[config.mk]
export PLATFORM = sky130hd
export DESIGN_NAME = instruction_cache_dm
export DESIGN_NICKNAME = d
export VERILOG_FILES = /design/src/rtl/instruction_cache_dm.sv
export SDC_FILE = /design/constraint.sdc
export NUM_CORES = 2
export LEC_CHECK = 0
export ABC_AREA = 1
export BUFFER_PORTS_ARGS = -buffer_cell sky130_fd_sc_hd__buf_2
export CAP_MARGIN = 20
export CORE_MARGIN = 4
export CORE_UTILIZATION = 40
export DETAILED_ROUTE_END_ITERATION = 10
export PLACE_DENSITY_LB_ADDON = 0.2
export SYNTH_ARGS = -nofsm -noshare
export SYNTH_HDL_FRONTEND = slang
export SYNTH_SLANG_ARGS = --single-unit
[constraint.sdc]
create_clock -name clk -period 4.8 [get_ports clk]
set_clock_uncertainty 0.05 [all_clocks]
set_input_delay 0.48 -clock clk [delete_from_list [all_inputs] [get_ports clk]]
set_output_delay 0.48 -clock clk [all_outputs]
set_load 0.1 [all_outputs]
[src/rtl/instruction_cache_dm.sv]
// instruction_cache_dm: direct-mapped read-only instruction cache with burst line refill and flush
module instruction_cache_dm #(
  parameter int LINE_COUNT     = 16,
  parameter int WORDS_PER_LINE = 4,
  parameter int WORD_BITS      = 32,
  parameter int ADDR_BITS      = 32
) (
  input  logic                 clk,
  input  logic                 rst_n,
  input  logic                 flush,
  input  logic                 req_valid,
  input  logic [ADDR_BITS-1:0] req_addr,
  output logic                 req_ready,
  output logic                 rsp_valid,
  output logic [WORD_BITS-1:0] rsp_data,
  output logic                 mem_req_valid,
  output logic [ADDR_BITS-1:0] mem_req_addr,
  input  logic                 mem_req_ready,
  input  logic                 mem_rsp_valid,
  input  logic [WORD_BITS-1:0] mem_rsp_data
);
  localparam int OFF_B = $clog2(WORD_BITS / 8);
  localparam int WRD_B = $clog2(WORDS_PER_LINE);
  localparam int IDX_B = $clog2(LINE_COUNT);
  localparam int LO    = WRD_B + OFF_B;
  localparam int TAG_B = ADDR_BITS - IDX_B - LO;
  typedef enum logic [1:0] {READY, MEM_REQ, REFILL, RESPOND} state_t;
  state_t state;
  logic [WORD_BITS-1:0] data_mem [LINE_COUNT][WORDS_PER_LINE];
  logic [TAG_B-1:0]     tag_mem  [LINE_COUNT];
  logic [LINE_COUNT-1:0] valid;
  logic [ADDR_BITS-1:0]  miss_addr;
  logic [WRD_B-1:0]      cnt;
  logic                  flush_pending;
  logic [TAG_B-1:0]      req_tag, miss_tag;
  logic [IDX_B-1:0]      req_idx, miss_idx;
  logic [WRD_B-1:0]      req_wrd, miss_wrd;
  logic                  hit, accept, beat, last;
  assign req_tag  = req_addr[ADDR_BITS-1:LO+IDX_B];
  assign req_idx  = req_addr[LO+IDX_B-1:LO];
  assign req_wrd  = req_addr[LO-1:OFF_B];
  assign miss_tag = miss_addr[ADDR_BITS-1:LO+IDX_B];
  assign miss_idx = miss_addr[LO+IDX_B-1:LO];
  assign miss_wrd = miss_addr[LO-1:OFF_B];
  assign req_ready     = state == READY && !flush && !flush_pending;
  assign accept        = req_valid && req_ready;
  assign hit           = valid[req_idx] && tag_mem[req_idx] == req_tag;
  assign beat          = state == REFILL && mem_rsp_valid;
  assign last          = cnt == WRD_B'(WORDS_PER_LINE - 1);
  assign mem_req_valid = state == MEM_REQ;
  assign mem_req_addr  = {miss_addr[ADDR_BITS-1:LO], {LO{1'b0}}};
  // Storage arrays carry no reset; the valid bits alone qualify them.
  always_ff @(posedge clk) begin
    if (beat) begin
      data_mem[miss_idx][cnt] <= mem_rsp_data;
      if (last) tag_mem[miss_idx] <= miss_tag;
    end
  end
  always_ff @(posedge clk or negedge rst_n) begin
    if (!rst_n) begin
      state         <= READY;
      valid         <= '0;
      rsp_valid     <= 1'b0;
      rsp_data      <= '0;
      cnt           <= '0;
      flush_pending <= 1'b0;
      miss_addr     <= '0;
    end else begin
      rsp_valid <= 1'b0;
      if (state != READY && flush) flush_pending <= 1'b1;
      case (state)
        READY:
          if (flush || flush_pending) begin
            valid         <= '0;
            flush_pending <= 1'b0;
          end else if (accept) begin
            if (hit) begin
              rsp_valid <= 1'b1;
              rsp_data  <= data_mem[req_idx][req_wrd];
            end else begin
              miss_addr <= req_addr;
              state     <= MEM_REQ;
            end
          end
        MEM_REQ:
          if (mem_req_ready) begin
            cnt   <= '0;
            state <= REFILL;
          end
        REFILL:
          if (mem_rsp_valid) begin
            cnt <= cnt + 1'b1;
            // The final beat is still in flight, so forward it if it is the requested word.
            if (last) begin
              valid[miss_idx] <= 1'b1;
              rsp_valid       <= 1'b1;
              rsp_data        <= miss_wrd == cnt ? mem_rsp_data : data_mem[miss_idx][miss_wrd];
              state           <= RESPOND;
            end
          end
        default: state <= READY;
      endcase
    end
  end
endmodule

-- After elaboration in Yosys (flattened, before gate mapping)
Memory sizes are Yosys's and may differ from the RTL's.
Index checks and enable logic that the tools add are counted.
- $add $sub $neg: 1
- magnitude comparators: 7
- equality and inequality tests: 13
- multiplexer cells: 46
- bitwise gates (word level): 6
- reduce and logical (&&, ||, !) cells: 20
- operators with widths (cell ; count):
    $mux W32 ; 11
    $bmux W32 S2 ; 2
    $mux W128 ; 1
    $demux W32 S2 ; 1
    $pmux W32 S2 ; 1
    $mux W16 ; 3
    $pmux W16 S2 ; 1
    $eq A24 B24 Y1 ; 1
    $mux W2 ; 8
    $or A16 B16 Y16 ; 1
    $mux W1 ; 13
    $ne A2 B2 Y1 const B ; 6
    $reduce_and A6 Y1 ; 2
    $lt A4 B5 Y1 const B ; 2
    $ge A3 B3 Y1 const B ; 3
    $not A2 Y3 ; 3
    $logic_and A1 B1 Y1 ; 8
    $reduce_and A4 Y1 ; 2
    $pmux W2 S3 ; 1
    $reduce_bool A2 Y1 ; 3
    $bmux W1 S4 ; 1
    $demux W1 S4 ; 1
    $eq A2 B2 Y1 const B ; 2
    $ge A4 B1 Y1 const B ; 1
    other kinds (12) ; 15
- register bits: 86
- bits in writable memories: 2432
- bits of input ports: 70
- output and inout port bits: 67
- word-level logic and storage cells: 102
- memories: 2
- memory list (name ; depth ; bits a word ; read ports ; clocked after Yosys merged registers in ; write ports ; line ; source):
    data_mem ; 16 ; 128 ; 2 ; 0 ; 1 ; 29 ; logic [WORD_BITS-1:0] data_mem [LINE_COUNT][WORDS_PER_LINE];
    tag_mem ; 16 ; 24 ; 1 ; 0 ; 1 ; 30 ; logic [TAG_B-1:0] tag_mem [LINE_COUNT];

-- Depth between registers and ports, before layout
- depth in word-level cells: 8
- gate-level depth with buffers: 21
- depth with buffers taken out: 18

-- Worst setup path after synthesis
No wires, ideal clock.
- path kind: reg2reg
- from: register miss_addr[4]
- to: memory data_mem[5][0] (netlist name) (enable)
- setup time: 0.470 ns
- arrival time: 4.009 ns
- path slack: 0.271 ns
- stages on the path, launching flop included: 10
- clock period less this slack: 4.529 ns
- cell sequence: dfrtp_1 > clkbuf_1 > inv_1 > nor2_1 > buf_2 > buf_1 > inv_1 > nor2_1 > inv_1 > nor2_1
- RTL lines (element ; line ; source):
    start: declaration ; 32 ; logic [ADDR_BITS-1:0] miss_addr;
    start signal: assignment ; 81 ; miss_addr <= req_addr;
    end: declaration ; 29 ;
No word-level cell before the write port.

-- Worst setup path in the final report
- from: register miss_addr[5]
- to: register rsp_data[16]
- longest elaborated chain between the ends: 8
- ends and longest elaborated chain (element ; line ; source):
    $mem_v2 Z16 W128 ; - ;
    $bmux W32 S2 ; 97 ; rsp_data <= miss_wrd == cnt ? mem_rsp_data : data_mem[miss_idx][miss_wrd];
    $mux W32 (not written as such) (2 in series) ; 97 ;
    $mux W32 ; 97 ;
    $mux W32 ; 94 ; if (last) begin
    $mux W32 ; 91 ; if (mem_rsp_valid) begin
    $pmux W32 S2 ; 71 ; case (state)
    end signal: assignment ; 79 ; rsp_data <= data_mem[req_idx][req_wrd];
    end signal: assignment ; 97 ;
    end: declaration ; 15 ; output logic [WORD_BITS-1:0] rsp_data,
No other way between the ends. The select of a mux whose other input is x is not followed.
A chain may end at the register's enable or synchronous reset.

==> summary.md <==
| Metric | Value |
|---|---|
| Outcome | `finished, final reports clean` |
| Slowest-stage cell, CP | `inv_8` |
| Worst-path clk slew | `~0.060 ns` |
| Area grow syn2layout | `12.9%` |
| Flop-to-flop setup slack | `0.91 ns` |
| WP depth | `13` |
| Reg2Reg Capture Point | `rsp_data[16]$_DFFE_PN0P_` |
| Max-slew headroom | `between 20 and 25%` |
| FMAX | `between 200 and 300 MHz` |
| Hold Crit Class | `input port to register` |
| Number of port buffers | `130` |
| CP top delay family | `simple AND/OR/NAND/NOR gates` |
| Synth Area per Inst | `10.6 um2` |
| Worst-Margin Slew | `1.17 ns` |
| Int Power | `about 42 mW` |
| Worst path max stage delay | `0.57 ns` |
| TritonCTS clock tree | `yes` |
| Min Tclk post-route | `3.89 ns` |
| Max-cap violations | `0` |
| Top_reg_cell synth | `edfxtp_1` |
| Seq. cell area | `75100 um2` |
| Switch share | `37.2%` |
| Via-to-Cell Ratio | `6.29` |
| Critical Setup Path Class | `register to register` |
| Inserted Clock Buffers | `approximately 280` |
| Post-synth EDFFs | `2432` |
| Core ar. | `288000 um2` |
| Critical Path Start | `miss_addr[5]$_DFFE_PN0P_` |
| Max rail drop VDD | `about 0.46 mV` |
| Post-CTS Resized | `0` |
| H-tree depth | `5` |
| Hold path start | `mem_rsp_data[24]` |
| Post-synth ARST share | `3.34%` |
| Clock sink count | `2516` |
| WP data required | `about 5.6 ns` |
| First-pass GRT wire length | `slightly above 600 mm` |
| RD Place Congestion | `0.857` |
| Critical path peak fanout | `67` |
| Share of layout cells above drive strength 1 | `a little over 8%` |
| Chip width | `roughly 550 um` |
| Die area | `298000 um2` |
| WL/cell | `29.2 um` |
| CTS Hold Bufs | `34` |
| Min-Delay Endpoint | `data_mem[6][120]$_DFFE_PP_` |
| Hold-critical path depth | `1` |
| Detailed Route Iter0 Violations | `between 10k and 15k` |
| # DRC | `0` |
| Post-Synthesis Cells | `10.9k` |
| Post-CTS Setup Repair Bufs | `0` |
| Synth warnings | `0` |
| Area of the multi-input gates | `around 36000 um2` |
| Final hold slack | `0.0493 ns` |
| Non-filler cells, final | `14.8k` |
| Reg2Reg Depth | `13` |
| GRT Overall Usage | `27.8%` |
| Register area share after synthesis | `65.0%` |
| Crit-path cells | `nand2_1 -> inv_8 -> buf_12 -> a22oi_1 -> nand2_1 -> a21oi_1 -> nand4_1 -> nand3_1 -> nand3_1 -> nand2_1 -> nand2_1 -> nand3_1 -> nand2_1` |
| Pwr/cell area | `514 nW/um2` |
| Largest net degree at the start of global routing | `179` |
| Vias in the first global route | `roughly 90k` |
| Row Count | `197` |
| NetSw | `25.0 mW` |
| Clk pwr share | `31.3%` |
| Total congestion overflow | `0` |
| Starting Density | `between 40 and 50%` |
| Slew Viols, Final | `0` |
| Endpoints failing hold | `0` |
| Post-Route WL | `roughly 430 mm` |
| Pleak | `around 45 nW` |
| Placed cells | `14.2k` |
| Most frequent CP cell | `nand2_1` |
| Most frequent cells in the layout | `edfxtp_1, nand2_1, o21ai_0, nor2_1, a22oi_1` |
| Register bit total from synthesis | `approximately 2.5k` |
| Fin crit share | `roughly four fifths` |
| Unrepaired setup endpoints after global routing | `false` |
| Final setup fails | `0` |
| Via count | `92.9k` |
| Die height | `about 550 um` |
| Detail Route Antenna Nets | `0` |
| Syn Std Cell Area | `116000 um2` |
| Commonest non-fill, non-tap cell in the layout | `edfxtp_1` |
| Longest Clk Path Bufs | `4` |
| Element type at the critical path start | `register` |
| Worst r2r src | `miss_addr[5]$_DFFE_PN0P_` |
| CP arrival | `4.65 ns` |
| Netlist cell types | `34` |
| Fillcell total | `roughly 26k` |
| Initial antenna violation count | `25` |
| Bufs and invs on worst path | `2` |
| Detailed Routing Iterations Pass 1 | `6` |
| Setup TNS | `0 ns` |
| Flop pwr share | `38.3%` |
| Clk_lat worst skew | `a little under 0.9 ns` |
| Setup crit end kind | `register` |
| Clock root cell | `clkbuf_16` |
| Logic pwr share | `30.4%` |
| Total I/O pin count | `137` |
| Final net count | `between 10k and 15k` |
| Hpwl dp | `225 mm` |
-- power groups by stage --
stage          Clock (mW)  Sequential, mW  Combinational [mW]
4_1_cts              21.2            25.7                19.8
6_report             21.0            25.7                20.4
3_3_place_gp            0            26.1                19.6
5_1_grt              22.1            25.8                21.5
2_1_floorplan           0            26.7                11.3
3_5_place_dp            0            26.2                19.8
-- worst max path at each step --
| stage | end | slack (ns) |
|---|---|---|
| 2_1_floorplan | data_mem[5][0]$_DFFE_PP_ | 0.27 |
| 3_3_place_gp | rsp_data[19]$_DFFE_PN0P_ | 0.93 |
| 3_5_place_dp | rsp_data[16]$_DFFE_PN0P_ | 0.94 |
| 4_1_cts | rsp_data[12]$_DFFE_PN0P_ | 1.14 |
| 5_1_grt | rsp_data[24]$_DFFE_PN0P_ | 0.74 |
| 6_report | rsp_data[16]$_DFFE_PN0P_ | 0.91 |
-- layer usage --
layer,vias to the layer above,global-route usage [%],share of wire (%)
met5,-,0,0.016
met3,1254,7.06,12
met2,6216,42.8,44
met1,45800,37.7,39
li1,39600,-,-
met4,12,11.2,4.4
-- stage by stage --
stage	utilization, %	worst slack [ns]	total power, mW	area (um2)
2_1_floorplan	-	0.271	38.0	116000
3_3_place_gp	42.2	0.926	45.8	121000
3_5_place_dp	42.2	0.942	45.9	121000
4_1_cts	45.3	1.14	66.8	130000
5_1_grt	45.3	0.744	69.4	130000
6_report	45.3	0.908	67.1	130000
-- final cells by class --
| cell class | count | share of cell area (%) |
|---|---|---|
| Inverter | 278 | 0.844 |
| Clock inverter | 143 | 0.887 |
| Sequential cell | 2516 | 57.6 |
| Antenna cell | 9 | 0.0173 |
| Timing Repair Buffer | 473 | 3.64 |
| Multi-Input combinational cell | 7212 | 27.6 |
| Clock buffer | 359 | 5.81 |
| Tap cell | 3781 | 3.63 |
-- synth_stat cells, drive strengths merged, types with 2 or more instances --
library cell | instances | area [um2]
a21oi | 137 | 686
a22o | 19 | 166
a22oi | 964 | 7240
buf | 395 | 2090
clkbuf | 500 | 1880
clkinv | 7 | 26.3
dfrtp | 84 | 2100
edfxtp | 2432 | 73000
ha | 7 | 87.6
inv | 271 | 1020
nand2 | 2136 | 8040
nand3 | 782 | 3920
nand4 | 102 | 638
nor2 | 1260 | 4730
nor3 | 17 | 85.1
o211ai | 34 | 255
o21a | 2 | 15.0
o21ai | 1237 | 6190
o221ai | 76 | 666
o22ai | 428 | 2680
or2 | 6 | 37.5
-- state kept, by name, indices dropped and copies added, names as in the netlist --
signal / flops
rsp_data: 32
state: 2
rsp_valid: 1
tag_mem: 384
data_mem: 2048
cnt: 2
miss_addr: 30
flush_pending: 1
valid: 16
-- worst reg2reg max path, stage by stage, from the launching register on --
cell	delay, ns
dfrtp_1	0.53
nand2_1	0.47
inv_8	0.57
buf_12	0.48
a22oi_1	0.19
nand2_1	0.09
a21oi_1	0.09
nand4_1	0.27
nand3_1	0.30
nand3_1	0.22
nand2_1	0.06
nand2_1	0.29
nand3_1	0.13
nand2_1	0.09
-- cells by family after synthesis --
| group | Yosys count | synth area share, % |
|---|---|---|
| AO/OA/AOI/OAI | 2898 | 15.5 |
| buffers and inverters | 1173 | 4.33 |
| AND/OR/NAND/NOR | 4303 | 15.1 |
| other | 1 | 0.00324 |
| flip-flops | 2516 | 65.0 |
| adder cells (fa/ha/maj) | 7 | 0.0758 |
No activity file was read; power rests on OpenSTA's default activity.
